--- config.mk ---
export PLATFORM = sky130hd
export DESIGN_NAME = inst_fetch_queue
export DESIGN_NICKNAME = d
export VERILOG_FILES = /design/src/rtl/rvcpu_pkg.sv /design/src/rtl/inst_fetch_queue_sync_fifo.sv /design/src/rtl/inst_fetch_queue.sv
export SDC_FILE = /design/constraint.sdc
export NUM_CORES = 1
export LEC_CHECK = 0
export BUFFER_PORTS_ARGS = -buffer_cell sky130_fd_sc_hd__buf_4
export CORE_MARGIN = 2
export CORE_UTILIZATION = 31
export DETAILED_ROUTE_END_ITERATION = 12
export GPL_TIMING_DRIVEN = 0
export PLACE_DENSITY = 0.45
export RECOVER_POWER = 25
export SLEW_MARGIN = 20
export SYNTH_ARGS = -nofsm -noshare
export SYNTH_HDL_FRONTEND = slang
export SYNTH_SLANG_ARGS = --single-unit
--- constraint.sdc ---
create_clock -name clk -period 24.9 [get_ports clk]
set_input_delay 1.245 -clock clk [delete_from_list [all_inputs] [get_ports clk]]
set_output_delay 1.245 -clock clk [all_outputs]
set_load 0.01 [all_outputs]
--- src/rtl/rvcpu_pkg.sv ---
// Shared CPU definitions: default widths, fetch state encoding and the
// {pc, inst} entry layout used by the instruction fetch queue.
package rvcpu_pkg;

  localparam int              WORD_LEN_DEFAULT = 32;
  localparam logic [31:0]     RESET_PC_DEFAULT = 32'h0000_0000;

  // Fetch control state: S_RESET lasts one cycle after reset, S_FETCH is terminal.
  typedef enum logic {
    S_RESET = 1'b0,
    S_FETCH = 1'b1
  } fetch_state_e;

  // One queue entry: instruction and the pc it was fetched from.
  typedef struct packed {
    logic [WORD_LEN_DEFAULT-1:0] pc;
    logic [WORD_LEN_DEFAULT-1:0] inst;
  } ifq_entry_t;

endpackage

--- src/rtl/inst_fetch_queue_sync_fifo.sv ---
// sync_fifo: DEPTH-entry synchronous FIFO with push/pop/flush and occupancy.
// Pointers carry one extra bit so full and empty are distinguishable; the
// head is read straight from registered storage.
module sync_fifo #(
  parameter int WIDTH     = 64,
  parameter int DEPTH     = 4,
  parameter int DEPTH_BIT = 2
) (
  input  logic                 clk,
  input  logic                 rst,
  input  logic                 i_push,
  input  logic [WIDTH-1:0]     i_push_data,
  input  logic                 i_pop,
  input  logic                 i_flush,
  output logic [WIDTH-1:0]     o_head,
  output logic [DEPTH_BIT:0]   o_count,
  output logic                 o_empty
);

  logic [WIDTH-1:0]   r_mem [DEPTH];
  logic [DEPTH_BIT:0] r_wr_ptr;
  logic [DEPTH_BIT:0] r_rd_ptr;
  logic               w_full;
  logic               w_do_pop;
  logic               w_do_push;

  assign o_empty   = (r_wr_ptr == r_rd_ptr);
  assign w_full    = (r_wr_ptr[DEPTH_BIT] != r_rd_ptr[DEPTH_BIT]) &&
                     (r_wr_ptr[DEPTH_BIT-1:0] == r_rd_ptr[DEPTH_BIT-1:0]);
  assign o_count   = r_wr_ptr - r_rd_ptr;
  // A pop on a full queue frees the slot the simultaneous push writes into.
  assign w_do_pop  = i_pop && !o_empty;
  assign w_do_push = i_push && (!w_full || w_do_pop);
  assign o_head    = r_mem[r_rd_ptr[DEPTH_BIT-1:0]];

  // Pointer update; flush empties the queue and overrides push/pop.
  always_ff @(posedge clk or posedge rst) begin
    if (rst) begin
      r_wr_ptr <= '0;
      r_rd_ptr <= '0;
    end else if (i_flush) begin
      r_wr_ptr <= '0;
      r_rd_ptr <= '0;
    end else begin
      if (w_do_push) r_wr_ptr <= r_wr_ptr + {{DEPTH_BIT{1'b0}}, 1'b1};
      if (w_do_pop)  r_rd_ptr <= r_rd_ptr + {{DEPTH_BIT{1'b0}}, 1'b1};
    end
  end

  // Entry storage, cleared on reset so the idle head reads as zero.
  always_ff @(posedge clk or posedge rst) begin
    if (rst) begin
      for (int i = 0; i < DEPTH; i++) r_mem[i] <= '0;
    end else if (w_do_push && !i_flush) begin
      r_mem[r_wr_ptr[DEPTH_BIT-1:0]] <= i_push_data;
    end
  end

endmodule

--- src/rtl/inst_fetch_queue.sv ---
// inst_fetch_queue: sequential instruction fetch with credit-limited requests,
// an in-order response queue toward decode and redirect handling that drops
// responses still in flight from the old path.
// Optional feature macro: IFQ_BYPASS_EN (zero-latency response-to-decode path
// when the queue is empty).
module inst_fetch_queue
  import rvcpu_pkg::*;
#(
  parameter int                     WORD_LEN  = WORD_LEN_DEFAULT,
  parameter logic [WORD_LEN-1:0]    RESET_PC  = RESET_PC_DEFAULT[WORD_LEN-1:0],
  parameter int                     DEPTH     = 4,
  parameter int                     DEPTH_BIT = 2
) (
  input  logic                 clk,
  input  logic                 rst,
  output logic                 imem_req_valid,
  input  logic                 imem_req_ready,
  output logic [WORD_LEN-1:0]  imem_req_addr,
  input  logic                 imem_resp_valid,
  input  logic [WORD_LEN-1:0]  imem_resp_inst,
  input  logic                 redirect_valid,
  input  logic [WORD_LEN-1:0]  redirect_pc,
  output logic                 id_valid,
  input  logic                 id_ready,
  output logic [WORD_LEN-1:0]  id_pc,
  output logic [WORD_LEN-1:0]  id_inst
);

  fetch_state_e          r_state;
  logic [WORD_LEN-1:0]   r_fetch_pc;
  logic [WORD_LEN-1:0]   r_resp_pc;
  logic [DEPTH_BIT:0]    r_outstanding;
  logic [DEPTH_BIT:0]    r_drop_cnt;

  logic [DEPTH_BIT:0]    w_count;
  logic                  w_empty;
  logic [2*WORD_LEN-1:0] w_head;
  logic [DEPTH_BIT+1:0]  w_credit_used;
  logic                  w_req_fire;
  logic                  w_resp_drop;
  logic                  w_resp_keep;
  logic                  w_bypass;
  logic                  w_push;
  logic                  w_pop;
  logic [DEPTH_BIT:0]    w_outstanding_next;
  logic [WORD_LEN-1:0]   w_redir_pc;
  logic                  w_unused_redir_lsb;

  localparam logic [WORD_LEN-1:0] PC_STEP = WORD_LEN'(3'd4);

  // Credit: every outstanding request owns a queue slot, so the queue never overflows.
  assign w_credit_used  = {1'b0, r_outstanding} + {1'b0, w_count};
  assign imem_req_valid = (r_state == S_FETCH) && (w_credit_used < (DEPTH_BIT+2)'(DEPTH));
  assign imem_req_addr  = r_fetch_pc;
  assign w_req_fire     = imem_req_valid && imem_req_ready;

  assign w_redir_pc         = {redirect_pc[WORD_LEN-1:2], 2'b00};
  assign w_unused_redir_lsb = ^redirect_pc[1:0];

  assign w_resp_drop = imem_resp_valid && (r_drop_cnt != '0);
  // A response arriving with a redirect belongs to the old path and is discarded.
  assign w_resp_keep = imem_resp_valid && (r_drop_cnt == '0) && !redirect_valid;

  assign w_outstanding_next = r_outstanding + {{DEPTH_BIT{1'b0}}, w_req_fire}
                                            - {{DEPTH_BIT{1'b0}}, imem_resp_valid};

`ifdef IFQ_BYPASS_EN
  assign w_bypass = w_empty && w_resp_keep;
  assign id_valid = !w_empty || w_bypass;
  assign id_pc    = w_bypass ? r_resp_pc      : w_head[2*WORD_LEN-1:WORD_LEN];
  assign id_inst  = w_bypass ? imem_resp_inst : w_head[WORD_LEN-1:0];
`else
  assign w_bypass = 1'b0;
  assign id_valid = !w_empty;
  assign id_pc    = w_head[2*WORD_LEN-1:WORD_LEN];
  assign id_inst  = w_head[WORD_LEN-1:0];
`endif

  // A bypassed response consumed by decode this cycle is never stored.
  assign w_push = w_resp_keep && !(w_bypass && id_ready);
  assign w_pop  = !w_empty && id_ready && !redirect_valid;

  sync_fifo #(
    .WIDTH     (2*WORD_LEN),
    .DEPTH     (DEPTH),
    .DEPTH_BIT (DEPTH_BIT)
  ) u_fifo (
    .clk         (clk),
    .rst         (rst),
    .i_push      (w_push),
    .i_push_data ({r_resp_pc, imem_resp_inst}),
    .i_pop       (w_pop),
    .i_flush     (redirect_valid),
    .o_head      (w_head),
    .o_count     (w_count),
    .o_empty     (w_empty)
  );

  // Fetch FSM, pc registers, outstanding/drop counters and redirect handling.
  always_ff @(posedge clk or posedge rst) begin
    if (rst) begin
      r_state       <= S_RESET;
      r_fetch_pc    <= RESET_PC;
      r_resp_pc     <= RESET_PC;
      r_outstanding <= '0;
      r_drop_cnt    <= '0;
    end else begin
      case (r_state)
        S_RESET: r_state <= S_FETCH;
        S_FETCH: r_state <= S_FETCH;
        default: r_state <= S_RESET;
      endcase
      r_outstanding <= w_outstanding_next;
      if (redirect_valid) begin
        r_fetch_pc <= w_redir_pc;
        r_resp_pc  <= w_redir_pc;
        // Everything left in flight after this cycle is old-path; pending drops
        // are already part of that total, so they are not added a second time.
        r_drop_cnt <= w_outstanding_next;
      end else begin
        if (w_req_fire)  r_fetch_pc <= r_fetch_pc + PC_STEP;
        if (w_resp_keep) r_resp_pc  <= r_resp_pc + PC_STEP;
        if (w_resp_drop) r_drop_cnt <= r_drop_cnt - {{DEPTH_BIT{1'b0}}, 1'b1};
      end
    end
  end

endmodule

* After elaboration in Yosys (flattened, before gate mapping)
Index checks and enable logic that the tools add are counted.
** Operators by class
- Equal/unequal tests :: 3
- Bitwise operators :: 2
- $lt $le $gt $ge :: 4
- Reduce and logical (&&, ||, !) cells :: 23
- Add/sub/neg operators :: 9
- Muxes and demuxes :: 16
** Operator list (number)
- 256-bit bitwise mux :: 1
- 64-bit 2-to-1 mux :: 3
- 64-bit binary-select mux with 2-bit select :: 1
- 64-bit demux with 2-bit select :: 1
- 32-bit 2-to-1 mux :: 4
- 32-bit by 3-bit adder with 32-bit output (second input constant) :: 2
- 3-bit 2-to-1 mux :: 6
- 1-bit logical AND :: 12
- 2-bit nonzero test :: 5
- 3-bit by 1-bit adder with 3-bit output (second input constant) :: 2
- 3-bit >= comparator (second input constant) :: 2
- 2-bit inverter with 3-bit output :: 2
- 3-bit by 3-bit adder with 4-bit output :: 1
- 4-bit by 3-bit less-than comparator with 1-bit output (second input constant) :: 1
- 3-bit by 1-bit adder with 3-bit output :: 1
- 3-bit equality test :: 1
- 1-bit zero test :: 3
- 3-bit zero test :: 1
- 3-bit by 1-bit less-than comparator with 1-bit output (second input constant) :: 1
- 3-bit nonzero test :: 1
- 3-bit by 1-bit subtractor with 3-bit output :: 1
- 3-bit by 1-bit subtractor with 3-bit output (second input constant) :: 1
- 3-bit subtractor :: 1
- 2-bit equality test :: 1
- 2 further kinds :: 2
** Storage, ports and cells
- Flip-flop bits (word level) :: 333
- Output and inout bits :: 98
- Logic and storage cells :: 68
- Input port bits :: 70

* Depth between registers and ports, before layout
Gate-level depths: netlist (run 1).
- Word-level depth :: 9
- Depth in mapped cells :: 19
- Depth with buffers taken out :: 17

* By module
A second synthesis (run 1) with hierarchy kept.
** Unflattened totals
- Cell total of the unflattened synthesis :: 1130
- Area, all modules :: 15686.3 µm²
** Modules (own cells, without submodules)
- sync_fifo :: area an instance 11581.1 µm², sequential area each 6556.3 µm², times used 1, cells an instance 672
- inst_fetch_queue :: area an instance 4105.2 µm², sequential area each 1676.6 µm², times used 1, cells an instance 458

* Least setup slack after synthesis (run 1)
OpenSTA, ideal clock, no wires.
- Path type :: register to register
- Start :: reg u_fifo.r_rd_ptr[1]
- End :: reg r_drop_cnt[2]
- Path buffers :: 4
- Cell stages (with the launch flop) :: 20
- Arrival time :: 4.280 ns
- Data required time :: 24.764 ns
- Period minus slack after synthesis :: 4.416 ns
- Setup time :: 0.136 ns
- Slack :: 20.484 ns
- Cell sequence :: dfrtp_1 clkbuf_1 clkbuf_1 inv_1 fa_1 xnor2_1 ha_1 nor4b_2 nand3_1 clkbuf_1 clkbuf_1 ha_1 inv_1 ha_1 inv_1 fa_1 xnor2_1 xnor2_1 nand2_1 o21ai_0
** On the way
- Word-level cells in the longest chain between the ends :: 8
** RTL lines
- from (decl) :: RTL line inst_fetch_queue_sync_fifo.sv:22 : logic [DEPTH_BIT:0] r_rd_ptr;
- from (signal assigned) :: RTL line inst_fetch_queue_sync_fifo.sv:46 : if (w_do_pop) r_rd_ptr <= r_rd_ptr + {{DEPTH_BIT{1'b0}}, 1'b1};
- 3-bit subtractor :: RTL line inst_fetch_queue_sync_fifo.sv:30 : assign o_count = r_wr_ptr - r_rd_ptr;
- 3-bit by 3-bit adder with 4-bit output :: RTL line inst_fetch_queue.sv:52 : assign w_credit_used = {1'b0, r_outstanding} + {1'b0, w_count};
- 4-bit by 3-bit less-than comparator with 1-bit output :: RTL line inst_fetch_queue.sv:53 : assign imem_req_valid = (r_state == S_FETCH) && (w_credit_used < (DEPTH_BIT+2)'(DEPTH));
- 1-bit logical AND :: RTL line inst_fetch_queue.sv:53
- 1-bit logical AND :: RTL line inst_fetch_queue.sv:55 : assign w_req_fire = imem_req_valid && imem_req_ready;
- 3-bit by 1-bit adder with 3-bit output :: RTL line inst_fetch_queue.sv:64 : assign w_outstanding_next = r_outstanding + {{DEPTH_BIT{1'b0}}, w_req_fire}
- 3-bit by 1-bit subtractor with 3-bit output :: RTL line inst_fetch_queue.sv:65 : - {{DEPTH_BIT{1'b0}}, imem_resp_valid};
- net w_outstanding_next[2] :: RTL line inst_fetch_queue.sv:45 : logic [DEPTH_BIT:0] w_outstanding_next;
- 3-bit 2-to-1 mux :: RTL line inst_fetch_queue.sv:114 : if (redirect_valid) begin
- to (signal assigned) :: RTL line inst_fetch_queue.sv:119 : r_drop_cnt <= w_outstanding_next;
- to (signal assigned) :: RTL line inst_fetch_queue.sv:123 : if (w_resp_drop) r_drop_cnt <= r_drop_cnt - {{DEPTH_BIT{1'b0}}, 1'b1};
- to (decl) :: RTL line inst_fetch_queue.sv:33 : logic [DEPTH_BIT:0] r_drop_cnt;
The timed path passes the listed nets, and every way through them passes these cells.
A chain may end at the register's enable or synchronous reset.

==> flow_summary.ini, run 1 <==
[floorplan]
fp.dieW_um = 225.2
io_pins = 168
die_area_sq_um = 50720
fp-row-count = 81
fp.coreArea_sq_um = 48650
chipHeight_um = 225.2
start_util = 0.3118

[route]
vias = 10060
firstDrtPassIters = 5
vias_per_cell = 5.085
antenna_left = 0
drc = 0
drt-initial-drc-count = 429
post_drt_wl_per_cell_um = 20.41
wirelength_mm = 40.38

[synthesis]
async_reset_ff_frac = 1.000
syn_area_sq_um = 15170
yosysTopAreaCellShare = 0.5296
synth_area_leaders = dfrtp_1 53%, mux2_2 19%, mux4_2 9.2%, ha_1 1.2%, nor2_1 1.2%
syn_inst = 1120
synth.most_common_cell = dfrtp_1
synth_edf_count = 0
synth.avg_cell_area_sq_um = 13.54
synth_area_leader_cell = dfrtp_1
ys_ff_latch = 321
synth_seq_area_share = 0.5296
synth_top_flop_cell = dfrtp_1
synth_cell_type_count = 50
synth_common_cells = 321 x dfrtp_1, 251 x mux2_2, 62 x mux4_2, 47 x nor2_1, 42 x nand2_1
yosysWarnings = 0

[timing]
rsz0062_at_grt = false
finalCritPeriodShare = 0.3068
fin_crit_ns = 7.639
fin_tns_setup_ns = 0
drv_slew = 250
finClkSkew_ns = 0.01379
slew_headroom = -2.482
worst_slew_pin_slew_ns = 5.223
finalHoldViolCount = 0
max_freq_ghz = 0.1309
setup_viol = 0

[final_layout]
area_growth_pct = 21.85
fillers = 4759
fin_area_sq_um = 18480
drive_gt1_frac = 0.4259
antenna_cells = 0
nNetsFinal = 1415

[clock_network]
cts_root_buf = clkbuf_16
path_clk_slew_ns = 0.06
htree_levels = 2
cts_sinks = 321
cts_hold_buf = 0
clk_path_buf_depth = 3
cts.repair.resized = 0
tritoncts = yes
insertion_delay_ns = 0.54
numCtsBuffers = 39
cts_setup_buffers = 0

[global_route]
grtUsageTotal = 0.1633
grt_pass1_wl_mm = 63.76
antenna_found_initial = 0
grt_max_degree = 99
grt_pass1_vias = 10720
grt_overflow = 0

[worst_setup_path]
cp_data_required_time_ns = 24.29
arrival_ns = 7.03
critPathKind = input pin to async pin
cp-end-kind = async pin
cp_max_fo = 98
cp-start-kind = input pin

[placed_design]
gp_congestion = 0.7858
dpl_cell_area_sq_um = 17260
numPortBuffers = 161
hpwl_mm = 27.63

[run_status]
violations = max-capacitance violations, max-slew violations
status = complete, but fails checks

[power]
p_per_area_nw_per_um2 = 99.18
p_leak_uw = 0.008363
peakVddDrop_mv = 0.04148

[hold_path]
hp-class = register to register

[run]
max_cap_violations = 3
-- power by group --
group	switching [uW]	internal, uW
clock network	224	346
logic	246	310
registers	69.0	639
-- state kept, by name (all words and copies together), names as in the netlist --
name	flops
r_outstanding	3
u_fifo.r_mem	248
r_resp_pc	30
r_state	1
u_fifo.r_rd_ptr	3
r_drop_cnt	3
imem_req_addr	30
u_fifo.r_wr_ptr	3
-- kinds of logic (layout without fill, tap and decap cells) --
family                     Yosys count  count (layout)  share of synthesized area
and+or+nand+nor                    222             222                    0.07960
adders and majority gates           17              17                    0.01501
other                                2               5                  0.0004951
muxes                              316             316                     0.2804
AOI/OAI and AO/OA                  115             115                    0.05205
xor gates and xnor gates            23              23                    0.01328
DFF                                321             321                     0.5296
buffers and inverters              104             338                    0.02961
-- worst paths after layout --
check	startpoint	end	slack (ns)	cells past startpoint
max in group clk	u_fifo.r_rd_ptr[1]$_DFFE_PP0P_	r_drop_cnt[2]$_DFFE_PP0P_	18.76	19
max reg2reg	u_fifo.r_rd_ptr[1]$_DFFE_PP0P_	r_drop_cnt[2]$_DFFE_PP0P_	18.76	19
min	u_fifo.r_mem[46]$_DFFE_PP0P_	u_fifo.r_mem[46]$_DFFE_PP0P_	0.47	2
min in group asynchronous	rst	u_fifo.r_mem[23]$_DFFE_PP0P_	1.64	2
min reg2reg	u_fifo.r_mem[46]$_DFFE_PP0P_	u_fifo.r_mem[46]$_DFFE_PP0P_	0.47	2
max	rst	u_fifo.r_mem[197]$_DFFE_PP0P_	17.26	3
-- per-layer routing --
metal,share of wire,global-route usage,up-vias,wire length [um]
li1,-,-,4605,-
met5,0,0,-,0
met3,0.047,0.03168,61,1889
met1,0.45,0.2175,5171,18250
met2,0.48,0.2696,226,19430
met4,0.020,0.04935,0,818
-- cells in the final DEF, fill, tap and decap left out, drive strengths merged, types with 3 or more instances in the layout --
master	Yosys	final
a21o	6	6
mux2i	3	3
ha	15	15
and4	7	7
a31oi	27	27
clkbuf	44	107
o21ai	19	19
buf	41	202
nand4	18	18
nor4	13	13
or4	24	24
nor2	47	47
conb	2	5
and3	6	6
nand2	42	42
nand3	24	24
inv	18	17
o31a	3	3
xor2	5	5
xnor2	18	18
a21boi	3	3
o211a	3	3
nor2b	3	3
dfrtp	321	321
or2	6	6
and2	6	6
a211oi	15	15
nor3	11	11
or3	5	5
mux4	62	62
mux2	251	251
nand2b	4	4
clkinv	1	8
a21oi	8	8
o31ai	23	23
-- layout make-up --
class / count / area (sq um) / share of cell area
sequential: 321 / 8033 / 0.4346
multi-input combinational: 698 / 6698 / 0.3624
timing repair buffer: 164 / 1244 / 0.06729
clock buffer: 60 / 1177 / 0.06370
tap: 622 / 778.2 / 0.04211
buffer: 85 / 377.9 / 0.02044
clock inverter: 10 / 102.6 / 0.005551
inverter: 19 / 72.57 / 0.003926
-- through the flow --
step	hold WS [ns]	setup slack, ns	utilization	total power, uW	cells
final	0.4747	17.26	0.3799	1833	1979
after global routing	0.5071	15.75	0.3799	1944	1979
after CTS	0.4847	18.66	0.3810	1872	1979
after detailed placement	0.4708	18.65	0.3547	1288	1909
after global placement	0.4619	10.38	0.3529	1275	1906
after floorplan	0.4448	14.77	-	1047	1123
-- worst max-delay path, cell delays in order --
cell and delay [ns]:
clkbuf_4 0.11, clkinvlp_2 1.79, clkbuf_1 3.76
No activity file was read; power rests on OpenSTA's default activity.
==> run 2: changes to the inputs <==
- PLACE_DENSITY: 0.45 -> 0.46
- clock period: 24.9 -> 6.8 ns (I/O delays scaled with it)
==> run 2 against run 1 <==
  * The flow still finishes with violations (max-capacitance violations, max-slew violations)
  * Routed wire length rose by 0.55%
  * Die area did not move
  * Via count rose by 1.1%
  * Critical path depth rose by 16
  * First-iteration DRC count rose by 21%
  * Clock skew rose by 0.0019 ns
  * Clock power rose to 3.7 times the previous value
  * Sequential power rose to 3.7 times the previous value
  * Highest routed layer is now met5
==> flow_summary.ini, run 2 (synthesis results as in run 1) <==
[placed_design]
gp_congestion = 0.8021
place_ws_ns = 0.5080
numPortBuffers = 161
hpwl_mm = 28.38

[clock_network]
htree_levels = 2
cts.repair.resized = 0
cts_sinks = 321
clk_path_buf_depth = 3
tritoncts = yes
cts_setup_buffers = 0
numCtsBuffers = 39
cts_hold_buf = 1
cts_root_buf = clkbuf_16
path_clk_slew_ns = 0.06
insertion_delay_ns = 0.55

[global_route]
grt_max_degree = 32
grtUsageTotal = 0.1652
grt_pass1_wl_mm = 64.40
grt_overflow = 0
grt_pass1_vias = 10840
antenna_found_initial = 1

[power]
p_leak_uw = 0.008423
swShare = 0.2937
p_seq_frac = 0.385
p_int_uw = 4764
p_clk_frac = 0.312
finalPower_uw = 6745
power_switching_uw = 1981
combinationalPowerShare = 0.303
p_per_area_nw_per_um2 = 362.2
peakVddDrop_mv = 0.1630

[route]
drc = 0
post_drt_wl_per_cell_um = 20.46
firstDrtPassIters = 4
vias_per_cell = 5.123
antenna_left = 0
drt-initial-drc-count = 517
vias = 10170
wirelength_mm = 40.61

[floorplan]
fp.dieW_um = 225.2
start_util = 0.3118
die_area_sq_um = 50720
io_pins = 168
fp-row-count = 81
fp.coreArea_sq_um = 48650
chipHeight_um = 225.2

[worst_setup_path]
arrival_ns = 6.71
cp-end-kind = register
cp_data_required_time_ns = 7.26
cp-start-kind = register
critPathKind = register to register
cp_max_fo = 10

[final_layout]
nNetsFinal = 1425
mostFrequentLayoutCells = 321 x dfrtp_1, 251 x mux2_2, 164 x buf_4
top_register = u_fifo.r_mem
largest_reg_flops = 248
fillers = 4730
area_growth_pct = 22.76
final_common_cell = dfrtp_1
drive_gt1_frac = 0.4292
antenna_cells = 0

[timing]
layout_setup_ws_ns = 0.5512
finalCritPeriodShare = 0.9189
finalHoldViolCount = 0
setup_viol = 0
fin_crit_ns = 6.249
slew_headroom = -0.1411
finClkSkew_ns = 0.01573
drv_slew = 124
rsz0062_at_grt = false
fin_tns_setup_ns = 0
worst_slew_pin_slew_ns = 1.712
max_freq_ghz = 0.1600

[hold_path]
hp-class = input pin to register

[run_status]
status = complete, but fails checks
violations = max-capacitance violations, max-slew violations

[run]
max_cap_violations = 4
==> run 2: worst paths after layout <==
path / from / end / slack (ns) / cells past startpoint
worst min-delay path: redirect_pc[2] / r_resp_pc[2]$_DFFE_PP0N_ / 0.04 / 2
max in group asynchronous: rst / r_resp_pc[14]$_DFFE_PP0N_ / 3.38 / 5
worst max register to register: u_fifo.r_rd_ptr[1]$_DFFE_PP0P_ / r_drop_cnt[2]$_DFFE_PP0P_ / 0.55 / 19
min in group asynchronous: rst / u_fifo.r_mem[187]$_DFFE_PP0P_ / 0.35 / 3
worst min register to register: u_fifo.r_mem[43]$_DFFE_PP0P_ / u_fifo.r_mem[43]$_DFFE_PP0P_ / 0.47 / 2
worst max-delay path: u_fifo.r_rd_ptr[1]$_DFFE_PP0P_ / r_drop_cnt[2]$_DFFE_PP0P_ / 0.55 / 19
==> run 2: area by class of cell <==
class	instances	area (sq um)	share of cell area
Buffer	85	377.9	0.02029
Clock buffer	63	1289	0.06921
Clock inverter	3	20.02	0.001075
Inverter	19	72.57	0.003897
Multi-Input combinational cell	698	6698	0.3597
Sequential cell	321	8033	0.4314
Tap cell	622	778.2	0.04180
Timing Repair Buffer	174	1353	0.07264
==> run 2: layer usage <==
metal	routed length [um]	GRT usage	up-vias
li1	-	-	4625
met1	18890	0.2262	5264
met2	18950	0.2645	212
met3	1768	0.03442	67
met4	994	0.04828	2
met5	8	0	-
==> run 2: critical path, stage by stage, from the launching register on <==
cell	delay (ns)
dfrtp_1	0.35
clkbuf_1	0.61
clkbuf_1	0.63
inv_1	0.19
fa_1	0.47
xnor2_1	0.14
ha_1	0.30
nor4b_2	0.81
nand3_1	0.41
clkbuf_1	0.36
clkbuf_1	0.38
ha_1	0.38
inv_1	0.05
ha_1	0.12
inv_1	0.04
fa_1	0.37
xnor2_1	0.15
xnor2_1	0.21
nand2_1	0.08
o21ai_0	0.10
==> run 2: metrics by stage <==
step / cells / cell area, sq um / hold slack [ns] / utilization
after detailed placement: 1918 / 17420 / 0.3270 / 0.3581
after global placement: 1906 / 17170 / 0.4615 / 0.3530
after global routing: 1985 / 18620 / 0.01286 / 0.3828
after CTS: 1985 / 18740 / 0.0002293 / 0.3852
after floorplan: 1123 / 15180 / 0.4448 / -
final: 1985 / 18620 / 0.03543 / 0.3828
==> run 2: power by group through the flow <==
stage,clock network [uW],registers (uW),logic (uW)
2_1_floorplan,0,2550,1290
3_3_place_gp,0,2610,2050
3_5_place_dp,0,2620,2100
4_1_cts,2180,2590,2100
5_1_grt,2260,2650,2230
6_report,2110,2590,2040
==> run 3: changes to the inputs <==
- ABC_AREA: default -> 1
==> run 3 against run 2 <==
  * The flow still finishes with violations (max-capacitance violations, max-slew violations)
  * Largest cell class unchanged
  * Maximum frequency increased by 22%
  * Critical endpoint unchanged
  * Utilization about the same
  * Register-to-register slack improved by 1.1 ns
  * Flip-flop and latch count unchanged
==> flow_summary.ini, run 3 <==
[run_status]
status = complete, but fails checks
violations = max-capacitance violations, max-slew violations

[worst_setup_path]
rr_worst_depth = 18
r2r_setup_slack_ns = 1.69
cp_max_fo = 11
cp_data_required_time_ns = 7.28
cp-start-kind = register
cp-end-kind = register
r2r_start = u_fifo.r_rd_ptr[1]$_DFFE_PP0P_
arrival_ns = 5.58
critPathKind = register to register
r2r_end = r_drop_cnt[2]$_DFFE_PP0P_

[clock_network]
htree_levels = 2
insertion_delay_ns = 0.58
clk_path_buf_depth = 3
tritoncts = yes
cts_root_buf = clkbuf_16
numCtsBuffers = 40
path_clk_slew_ns = 0.06
cts_sinks = 321
cts_setup_buffers = 0

[final_layout]
fillers = 5259
multi_input_area_sq_um = 6445
top_register = u_fifo.r_mem
fin_area_sq_um = 19180
drive_gt1_frac = 0.1375
antenna_cells = 0
regArea_sq_um = 8033
mostFrequentLayoutCells = 510 x nand2_1, 321 x dfrtp_1, 307 x o21ai_0
nNetsFinal = 2239
largest_reg_flops = 248
area_growth_pct = 22.43
final_util = 0.3832
final_common_cell = nand2_1

[synthesis]
synthSimpleGateAreaFrac = 0.2054
synth_top_flop_cell = dfrtp_1
synth.most_common_cell = nand2_1
synth_area_leaders = dfrtp_1 51%, nand2_1 12%, o21ai_0 9.8%, nor2_1 4.6%, inv_1 3.3%
synth_cell_type_count = 42
syn_area_sq_um = 15670
synth_xor_area_frac = 0.01677
synth.avg_cell_area_sq_um = 8.107
synth_compound_area_frac = 0.1733
ys_ff_latch = 321
synth_common_cells = 510 x nand2_1, 321 x dfrtp_1, 307 x o21ai_0, 193 x nor2_1, 139 x inv_1
yosysWarnings = 0
yosysTopAreaCellShare = 0.5126
synth_seq_area_share = 0.5126
synth_edf_count = 0
syn_inst = 1933
synthAdderAreaFrac = 0.01453
yosys-mux-area-fraction = 0
synth_top_family_by_area = simple AND/OR/NAND/NOR gates
synth_area_leader_cell = dfrtp_1
async_reset_ff_frac = 1.000

[route]
drt-initial-drc-count = 931
vias_per_cell = 4.881
drc = 0
post_drt_wl_per_cell_um = 18.80
wirelength_mm = 53.64
firstDrtPassIters = 5
antenna_left = 0
vias = 13930

[placed_design]
dpl_cell_area_sq_um = 18000
place_ws_ns = 1.655
gp_congestion = 0.8403
numPortBuffers = 161
hpwl_mm = 37.90

[power]
peakVddDrop_mv = 0.1656
p_leak_uw = 0.009159
p_per_area_nw_per_um2 = 373.4
finalPower_uw = 7164

[global_route]
grtUsageTotal = 0.2056
grt_pass1_vias = 13910
grt_overflow = 0
antenna_found_initial = 0
grt_pass1_wl_mm = 83.48
grt_max_degree = 33

[run]
max_cap_violations = 3

[timing]
fin_crit_ns = 5.106
slew_headroom = -0.1678
max_freq_ghz = 0.1959
worst_hold_slack_ns = 0.05939
finalCritPeriodShare = 0.7508
finClkSkew_ns = 0.02391
worst_slew_pin_slew_ns = 1.752
setup_viol = 0
finalHoldViolCount = 0
rsz0062_at_grt = false
layout_setup_ws_ns = 1.694
drv_slew = 92

[hold_path]
hold_depth = 3
hold_end = imem_req_addr[19]$_DFFE_PP0N_
hp-class = input pin to register
hp-start = redirect_pc[19]

[floorplan]
die_area_sq_um = 52360
fp-row-count = 82
start_util = 0.3130
fp.coreArea_sq_um = 50070
fp.dieW_um = 228.8
io_pins = 168
chipHeight_um = 228.8
[run 3: critical path, cell delays in order, from the launching register on]
cell	delay, ns
dfrtp_1	0.36
clkbuf_1	0.63
clkinv_1	0.64
clkbuf_1	0.53
fa_1	0.56
xnor2_1	0.19
ha_1	0.25
nor2_1	0.08
nand3b_1	0.12
nor2_4	0.21
nand2_1	0.12
ha_1	0.28
inv_1	0.05
ha_1	0.13
inv_1	0.05
fa_1	0.37
xnor2_1	0.25
nor2_1	0.07
o22ai_1	0.13
[run 3: cells by family after synthesis]
| kind of cell | Yosys count |
|---|---|
| xor gates and xnor gates | 30 |
| and+or+nand+nor | 800 |
| DFF | 321 |
| buffers and inverters | 255 |
| other | 2 |
| AOI/OAI and AO/OA | 508 |
| adders and majority gates | 17 |
[run 3: how the worst max path moves through the flow]
stage	start	to	slack [ns]	cells after the start
after floorplan	rst	imem_req_addr[10]$_DFFE_PP0N_	2.18	1
after global placement	rst	u_fifo.r_mem[197]$_DFFE_PP0P_	-0.17	2
after detailed placement	u_fifo.r_rd_ptr[1]$_DFFE_PP0P_	r_drop_cnt[2]$_DFFE_PP0P_	1.65	18
after CTS	u_fifo.r_rd_ptr[1]$_DFFE_PP0P_	r_drop_cnt[2]$_DFFE_PP0P_	1.64	18
after global routing	rst	u_fifo.r_mem[143]$_DFFE_PP0P_	1.32	6
final	u_fifo.r_rd_ptr[1]$_DFFE_PP0P_	r_drop_cnt[2]$_DFFE_PP0P_	1.69	18
[run 3: layout make-up]
type | instances | share of cell area
flip-flops and latches | 321 | 0.4187
multi-input cells | 1360 | 0.3359
repair buffers | 174 | 0.07050
clock buffers | 63 | 0.06241
well taps | 672 | 0.04383
plain buffers | 109 | 0.03391
inverters | 146 | 0.02889
clock inverters | 9 | 0.005804
[run 3: through the flow]
stage | cells | setup TNS (ns)
global route | 2854 | 0
global placement | 2769 | -36.60
finish | 2854 | 0
detailed placement | 2781 | 0
CTS | 2854 | 0
floorplan | 1936 | 0
[run 3: report_power, final]
group / switching [uW] / internal [uW]
clock network: 881 / 1260
logic: 1410 / 952
registers: 299 / 2370
[run 3: routing by layer]
layer  GRT usage  vias up  routed length [um]
li1            -     6783                   -
met1      0.2791     6725               24300
met2      0.3400      352               25480
met3     0.03456       71                2644
met4     0.05459        0                1224
met5           0        -                   0
[run 3: timing repair]
item / CTS / global route
hold buffers: 1 / 0
resized for setup: 0 / 0
hold endpoints to repair: 19 / 0
